<file path="src/rtl/wb_port_arbiter.sv">
// ============================================================================
//  Module   : wb_port_arbiter (plus riscv_pkg)
//  Purpose  : Register-file write-port arbiter. It shares one write port
//             between the pipeline writeback and a one-entry holding buffer
//             for long-latency (MDU) results. A forced grant bounds how long
//             the held result can starve.
//  Option   : define WB_ARB_PERF_EN to add the perf_conflict_cnt output
//  Revision : 1.0 - initial release
// ============================================================================
`default_nettype none

package riscv_pkg;
    localparam int unsigned XLEN           = 32;
    localparam int unsigned REG_ADDR_WIDTH = 5;
endpackage

module wb_port_arbiter
    import riscv_pkg::*;
#(
    parameter int unsigned STARVE_LIMIT = 4   // 1..15
) (
    input  logic                      clk,
    input  logic                      reset,
    input  logic                      pipe_reg_write,
    input  logic [REG_ADDR_WIDTH-1:0] pipe_rd_addr,
    input  logic [XLEN-1:0]           pipe_write_data,
    input  logic                      lu_valid,
    input  logic [REG_ADDR_WIDTH-1:0] lu_rd_addr,
    input  logic [XLEN-1:0]           lu_data,
    output logic                      lu_ready,
    output logic                      rf_we,
    output logic [REG_ADDR_WIDTH-1:0] rf_rd_addr,
    output logic [XLEN-1:0]           rf_write_data,
    output logic                      pipe_stall,
    output logic                      lu_pending
`ifdef WB_ARB_PERF_EN
    ,
    output logic [31:0]               perf_conflict_cnt
`endif
);

    typedef enum logic [1:0] {
        ST_EMPTY = 2'd0,
        ST_HELD  = 2'd1,
        ST_FORCE = 2'd2
    } state_t;

    // Counter value at which one more denial escalates to a forced grant.
    localparam logic [3:0] LIMIT_M1 = 4'(STARVE_LIMIT - 1);

    state_t                    state_q,    state_d;
    logic [3:0]                wait_cnt_q, wait_cnt_d;
    logic [REG_ADDR_WIDTH-1:0] buf_rd_q,   buf_rd_d;
    logic [XLEN-1:0]           buf_data_q, buf_data_d;

    // Writes to x0 are architecturally dead, so they never claim the port.
    logic pipe_valid;
    assign pipe_valid = pipe_reg_write && (pipe_rd_addr != '0);

    // State, wait counter and buffer registers; reset discards any held result.
    always_ff @(posedge clk or posedge reset) begin
        if (reset) begin
            state_q    <= ST_EMPTY;
            wait_cnt_q <= '0;
            buf_rd_q   <= '0;
            buf_data_q <= '0;
        end else begin
            state_q    <= state_d;
            wait_cnt_q <= wait_cnt_d;
            buf_rd_q   <= buf_rd_d;
            buf_data_q <= buf_data_d;
        end
    end

    // Grant selection, write-port muxing and next-state logic.
    always_comb begin
        state_d       = state_q;
        wait_cnt_d    = wait_cnt_q;
        buf_rd_d      = buf_rd_q;
        buf_data_d    = buf_data_q;
        rf_we         = 1'b0;
        rf_rd_addr    = '0;
        rf_write_data = '0;
        pipe_stall    = 1'b0;
        lu_ready      = (state_q == ST_EMPTY);
        lu_pending    = (state_q != ST_EMPTY);

        case (state_q)
            ST_EMPTY: begin
                if (pipe_valid) begin
                    rf_we         = 1'b1;
                    rf_rd_addr    = pipe_rd_addr;
                    rf_write_data = pipe_write_data;
                end
                // A result for x0 is accepted and dropped without occupying the buffer.
                if (lu_valid && (lu_rd_addr != '0)) begin
                    buf_rd_d   = lu_rd_addr;
                    buf_data_d = lu_data;
                    wait_cnt_d = '0;
                    state_d    = ST_HELD;
                end
            end

            ST_HELD: begin
                if (pipe_valid) begin
                    rf_we         = 1'b1;
                    rf_rd_addr    = pipe_rd_addr;
                    rf_write_data = pipe_write_data;
                    if (pipe_rd_addr == buf_rd_q) begin
                        // Younger pipeline write supersedes the held result.
                        state_d    = ST_EMPTY;
                        wait_cnt_d = '0;
                    end else begin
                        wait_cnt_d = wait_cnt_q + 4'd1;
                        if (wait_cnt_q == LIMIT_M1) begin
                            state_d = ST_FORCE;
                        end
                    end
                end else begin
                    rf_we         = 1'b1;
                    rf_rd_addr    = buf_rd_q;
                    rf_write_data = buf_data_q;
                    state_d       = ST_EMPTY;
                    wait_cnt_d    = '0;
                end
            end

            ST_FORCE: begin
                rf_we         = 1'b1;
                rf_rd_addr    = buf_rd_q;
                rf_write_data = buf_data_q;
                pipe_stall    = pipe_reg_write;
                state_d       = ST_EMPTY;
                wait_cnt_d    = '0;
            end

            default: begin
                state_d    = ST_EMPTY;
                wait_cnt_d = '0;
            end
        endcase
    end

`ifdef WB_ARB_PERF_EN
    logic [31:0] perf_cnt_q;

    // Counts cycles where a held result lost the port to the pipeline.
    always_ff @(posedge clk or posedge reset) begin
        if (reset) begin
            perf_cnt_q <= '0;
        end else if ((state_q == ST_HELD) && pipe_valid) begin
            perf_cnt_q <= perf_cnt_q + 32'd1;
        end
    end

    assign perf_conflict_cnt = perf_cnt_q;
`endif

endmodule

`default_nettype wire

</file>
<file path="config.mk">
export PLATFORM = sky130hd
export DESIGN_NAME = wb_port_arbiter
export DESIGN_NICKNAME = d
export VERILOG_FILES = /design/src/rtl/wb_port_arbiter.sv
export SDC_FILE = /design/constraint.sdc
export NUM_CORES = 1
export LEC_CHECK = 0
export CAP_MARGIN = 5
export CORE_MARGIN = 5
export CORE_UTILIZATION = 30
export DETAILED_ROUTE_END_ITERATION = 10
export PLACE_DENSITY = 0.73
export SKIP_CTS_REPAIR_TIMING = 1
export SYNTH_ARGS = -nofsm -noshare
export SYNTH_HDL_FRONTEND = slang
export SYNTH_SLANG_ARGS = --single-unit
</file>
<file path="constraint.sdc">
create_clock -name clk -period 2.4 [get_ports clk]
set_clock_uncertainty 0.2 [all_clocks]
set_input_delay 0.48 -clock clk [delete_from_list [all_inputs] [get_ports clk]]
set_output_delay 0.48 -clock clk [all_outputs]
set_load 0.005 [all_outputs]
</file>
==> results of run 1 <==
final timing paths:
kind	depth (start not counted)	slack, ns	to	from
hold reg to reg	1	0.30	wait_cnt_q[0]	wait_cnt_q[0]
setup / recovery	10	-0.47	rf_rd_addr[3]	pipe_rd_addr[3]
max in group asynchronous	3	1.14	buf_data_q[27]	reset
hold / removal	2	0.30	buf_data_q[4]	reset
min in group clk	1	0.30	wait_cnt_q[0]	wait_cnt_q[0]
setup reg to reg	6	0.48	buf_data_q[8]	state_q[1]
worst reg2reg max path: cells and delay by family (launching register included):
| kind | cells | cell delay (ns) |
|---|---|---|
| buf+inv | 3 | 0.41 |
| fa+ha+maj | 1 | 0.18 |
| flops | 1 | 0.43 |
| mux | 1 | 0.42 |
| simple gates | 1 | 0.19 |
cells by family (layout without fill, tap and decap cells):
group,after synthesis,count (layout),share of synthesized area
AOI/OAI and AO/OA,52,52,0.2073
DFF,43,43,0.4728
muxes,38,38,0.1875
and+or+nand+nor,18,18,0.04618
buffers and inverters,16,166,0.03958
adders and majority gates,5,5,0.02749
xor gates and xnor gates,5,5,0.01924
layout by cell type, fill, tap and decap left out, types with 4 or more instances in the layout:
cell,instances
o21ai_0,4
xor2_1,5
a22o_4,4
dfrtp_1,43
clkbuf_8,7
inv_2,4
nor2_1,6
dlymetal6s2s_1,7
mux2_2,37
buf_6,13
a22o_2,27
clkdlybuf4s50_1,75
buf_12,6
clkbuf_2,29
buf_4,18
ha_1,4
a22o_1,6
registers in the layout (all words and copies together) (netlist names):
name,flops
state_q,2
buf_rd_q,5
wait_cnt_q,4
buf_data_q,32
metrics by stage:
stage	hold slack, ns	instance area (um^2)
finish	0.3033	3958
global route	0.3172	3958
CTS	0.3048	3861
detailed placement	0.2890	3761
global placement	0.2867	3761
floorplan	0.2622	2287
layout make-up:
type,instances,area share
multi-input combinational,118,0.2956
inverter,6,0.005691
timing repair buffer,152,0.3702
tap,99,0.03130
clock buffer,8,0.02529
sequential,43,0.2719
per-layer routing:
metal / routed length [um] / vias up / share of wire / track usage
met5: 0 / - / 0 / 0
met3: 433 / 8 / 0.062 / 0.04594
li1: - / 960 / - / -
met2: 3609 / 66 / 0.51 / 0.2389
met1: 2878 / 979 / 0.41 / 0.1606
met4: 88 / 0 / 0.013 / 0.03564
report_power, final:
part           leakage [uW]  switching (uW)  internal (uW)
clock             0.0000515             237            263
sequential         0.000513             199           1050
combinational       0.00127             703           1200
==> qor.csv, run 1 <==
metric;value;unit
yosysSeqAreaShare;0.4728;
synth_flop_cell;dfrtp_1;
cts_tree;built;
setup_viol;38;
fin_crit;2.874;ns
diodes;0;
powerDensity;922.2;nW/um^2
synth_edf_count;0;
path_clk_slew;0.08;ns
place_inst;406;
crit_buf_inv;6;
drive_gt1_frac;0.4801;
ios;119;
globalplace.congestion;0.7432;
cp.arrival;2.19;ns
postRouteAntennaNets;0;
cts_root_buffer;clkbuf_8;
timing.fmax;347.9;MHz
grt_max_degree;39;
multi_input_area;1170;um^2
firstDrtPassIters;3;
syn_area;2276;um^2
critPathLaunchType;primary input;
crit_required;1.72;ns
global_route.overflow_total;0;
setup_ws;-0.4743;ns
route.vias.total;2013;
cts_buffer_depth;2;
netlist.area_leader.share;0.4728;
critical_path_class;in -> out;
max_stage_delay;0.54;ns
fillers;650;
dpl.hpwl;4904;um
failed_checks;negative setup slack;
crit_path_end_kind;output port;
area_delta_synth_final;73.89;%
timing.final.crit_share;1.198;
dr.first_iter.drc_count;31;
status;finished, violations left;
rsz0062_at_grt;true;
start_util;0.3105;
worstPathCellList;buf_6 > or4_4 > o21ai_4 > buf_6 > a211oi_4 > buf_12 > buf_6 > clkbuf_16 > a22o_2 > clkbuf_2;
maxCapViolCount;0;
slew_headroom;0.7202;
cp_max_fo;6;
dieWidth;97.10;um
power_leakage;0.001831;uW
worst_pin_slew;0.4191;ns
core_area;7331;um^2
syn_area_per_cell;12.86;um^2
fin_util;0.5399;
cp_slowest_cell;or4_4;
nets;409;
ir_worst_vdd;0.4153;mV
tns;-13.90;ns
netlist_instances;177;
antenna_found_initial;0;
seqCellArea;1076;um^2
die_area;9428;um^2
yosys.cell_types.count;29;
power;3649;uW
viasPerCell;4.725;
crit_family;buffers and inverters;
drc;0;
wl_per_cell;16.45;um
yosysWarnings;0;
cts_max_level;2;
totalWireLength;7009;um
grtUsageTotal;0.1369;
hold_violations;0;
clock_latency;0.28;ns
placementRows;31;
die_h;97.10;um
synthArstFlopShare;1.000;
yosysMostFrequentCell;dfrtp_1;
synth_commonest_cells;dfrtp_1, mux2_2, a22o_2;
port_buffers;118;
synth_seq_cells;43;
maxSlewViolCount;0;
cp_common_cell;buf_6;
synthTopCellsByArea;dfrtp_1, mux2_2, a22o_2;
synth_nets;260;
hp-class;in -> async;
cts_made_buffers;5;
fin_cells;426;
first_global_vias;2149;
pre_cts_slack;-0.9963;ns
grt_pass1_wl;10750;um
yosysTopAreaCell;dfrtp_1;
clkSinkCount;43;
Power figures use the tool's default switching activity.
==> inputs of run 2 (changes only) <==
Settings changed: REMOVE_ABC_BUFFERS set to 1, SETUP_SLACK_MARGIN set to 0.4.
==> qor.csv, run 2 (same netlist as run 1, synthesis figures left out) <==
metric;value;unit;change
top_register;buf_data_q;;
maxSlewViolCount;0;;unchanged
powerDensity;906.9;nW/um^2;-1.7%
die_area;9428;um^2;unchanged
fillers;607;;-6.6%
hold_violations;0;;unchanged
clkSinkCount;43;;unchanged
start_util;0.3105;;unchanged
grt_pass1_wl;10810;um;+0.51%
maxCapViolCount;0;;unchanged
path_clk_slew;0.08;ns;about the same
totalWireLength;7692;um;+9.7%
timing.final.crit_share;1.231;;+0.03382
timing.fmax;338.4;MHz;-2.7%
viasPerCell;4.731;;+0.13%
grtUsageTotal;0.1383;;+0.001406
clock_latency;0.29;ns;about the same
worstPathCellList;buf_6 > or4_4 > o21ai_4 > a21oi_4 > nor2_8 > buf_6 > buf_6 > clkbuf_16 > buf_6 > a22o_1 > clkbuf_2;;
area_delta_synth_final;92.80;%;
largest_reg_flops;32;;unchanged
crit_required;1.72;ns;about the same
fin_crit;2.955;ns;+0.08116 ns
cts_max_level;2;;unchanged
fin_util;0.5986;;+0.05871
final_common_cell;clkdlybuf4s50_1;;
drive_gt1_frac;0.4855;;+0.005343
ir_worst_vdd;0.4893;mV;+18%
diodes;0;;unchanged
dpl.hpwl;5024;um;+2.4%
nets;426;;+4.2%
dieWidth;97.10;um;unchanged
cts_made_buffers;5;;unchanged
critical_path_class;in -> out;;
antenna_found_initial;0;;unchanged
dr.first_iter.drc_count;60;;+94%
setup_viol;38;;unchanged
worst_pin_slew;0.4597;ns;+0.04068 ns
status;finished, violations left;;
grt_max_degree;39;;unchanged
cp.arrival;2.28;ns;+0.09 ns
cp_common_cell;buf_6;;
multi_input_area;1308;um^2;+12%
power_leakage;0.002204;uW;+20%
seqCellArea;1076;um^2;unchanged
ios;119;;unchanged
global_route.overflow_total;0;;unchanged
failed_checks;negative setup slack;;
first_global_vias;2230;;+3.8%
firstDrtPassIters;4;;+1
crit_path_end_kind;output port;;
route.vias.total;2096;;+4.1%
port_buffers;118;;unchanged
postRouteAntennaNets;0;;unchanged
globalplace.congestion;0.7680;;+3.3%
cp_slowest_cell;or4_4;;
crit_buf_inv;6;;unchanged
wl_per_cell;17.36;um;+5.5%
crit_family;simple AND/OR/NAND/NOR gates;;
max_stage_delay;0.54;ns;about the same
cts_buffer_depth;2;;unchanged
cts_root_buffer;clkbuf_8;;
critPathLaunchType;primary input;;
tns;-16.35;ns;-2.454 ns
setup_ws;-0.5554;ns;-0.08116 ns
hp-class;in -> async;;
drc;0;;unchanged
final_cell_mix;clkdlybuf4s50_1, dfrtp_1, mux2_2;;
cp_max_fo;6;;unchanged
cts_tree;built;;
placementRows;31;;unchanged
core_area;7331;um^2;unchanged
slew_headroom;0.6931;;-0.02716
fin_hold_ws;0.3011;ns;-0.002181 ns
reg_top3;buf_data_q: 32 flops, buf_rd_q: 5 flops, wait_cnt_q: 4 flops;;
rsz0062_at_grt;true;;
die_h;97.10;um;unchanged
run 2: cell types whose count changed in the layout (fill, tap and decap cells not counted), sizes merged:
cell           before  now
buf                38   60
clkbuf             40   22
dlymetal6s2s        7   23
clkdlybuf4s50      75   70
clkinv              0    1
clkinvlp            0    1
run 2: power by group:
group	internal, uW	switching, uW	total [uW]
clock	204	255	458
sequential	1050	231	1280
combinational	1470	771	2240
total	2720	1260	3980
run 2: worst reg2reg max path: stages (launching register included):
cell and delay, ns:
dfrtp_1 0.44, inv_2 0.11, buf_6 0.11, ha_4 0.12, buf_4 0.10, and3_4 0.24
buf_12 0.19, mux2_2 0.36
run 2: area by class of cell:
type	instances	share of cell area
clock buffers	6	0.01654
multi-input cells	118	0.2980
flip-flops and latches	43	0.2452
clock inverters	2	0.002851
repair buffers	169	0.4040
well taps	99	0.02823
inverters	6	0.005133
run 2: metal layers:
metal,routed length [um],track usage,vias up
met4,84,0.03564,0
li1,-,-,994
met2,4075,0.2426,66
met3,489,0.05169,10
met1,3042,0.1580,1026
met5,0,0,-
run 2: path summary, 6_finish.rpt:
kind                                 startpoint                 to  slack, ns  depth (start not counted)
worst min register to register    wait_cnt_q[0]      wait_cnt_q[0]       0.31                          1
worst max-delay path            pipe_rd_addr[1]  rf_write_data[19]      -0.56                         11
worst min-delay path                      reset     buf_data_q[27]       0.30                          2
min in group clk                  wait_cnt_q[0]      wait_cnt_q[0]       0.31                          1
max in group asynchronous                 reset     buf_data_q[31]       1.20                          3
worst max register to register       state_q[0]     buf_data_q[18]       0.41                          7
run 2: per-stage QoR:
step / setup WS (ns) / cells / instance area, um^2 / power [uW]
after floorplan: -0.5390 / 167 / 2208 / 2088
after global placement: -0.9670 / 402 / 3732 / 3030
after detailed placement: -0.9921 / 402 / 3732 / 3069
after CTS: -1.006 / 410 / 3817 / 3542
after global routing: -0.6247 / 443 / 4388 / 4251
final: -0.5554 / 443 / 4388 / 3979
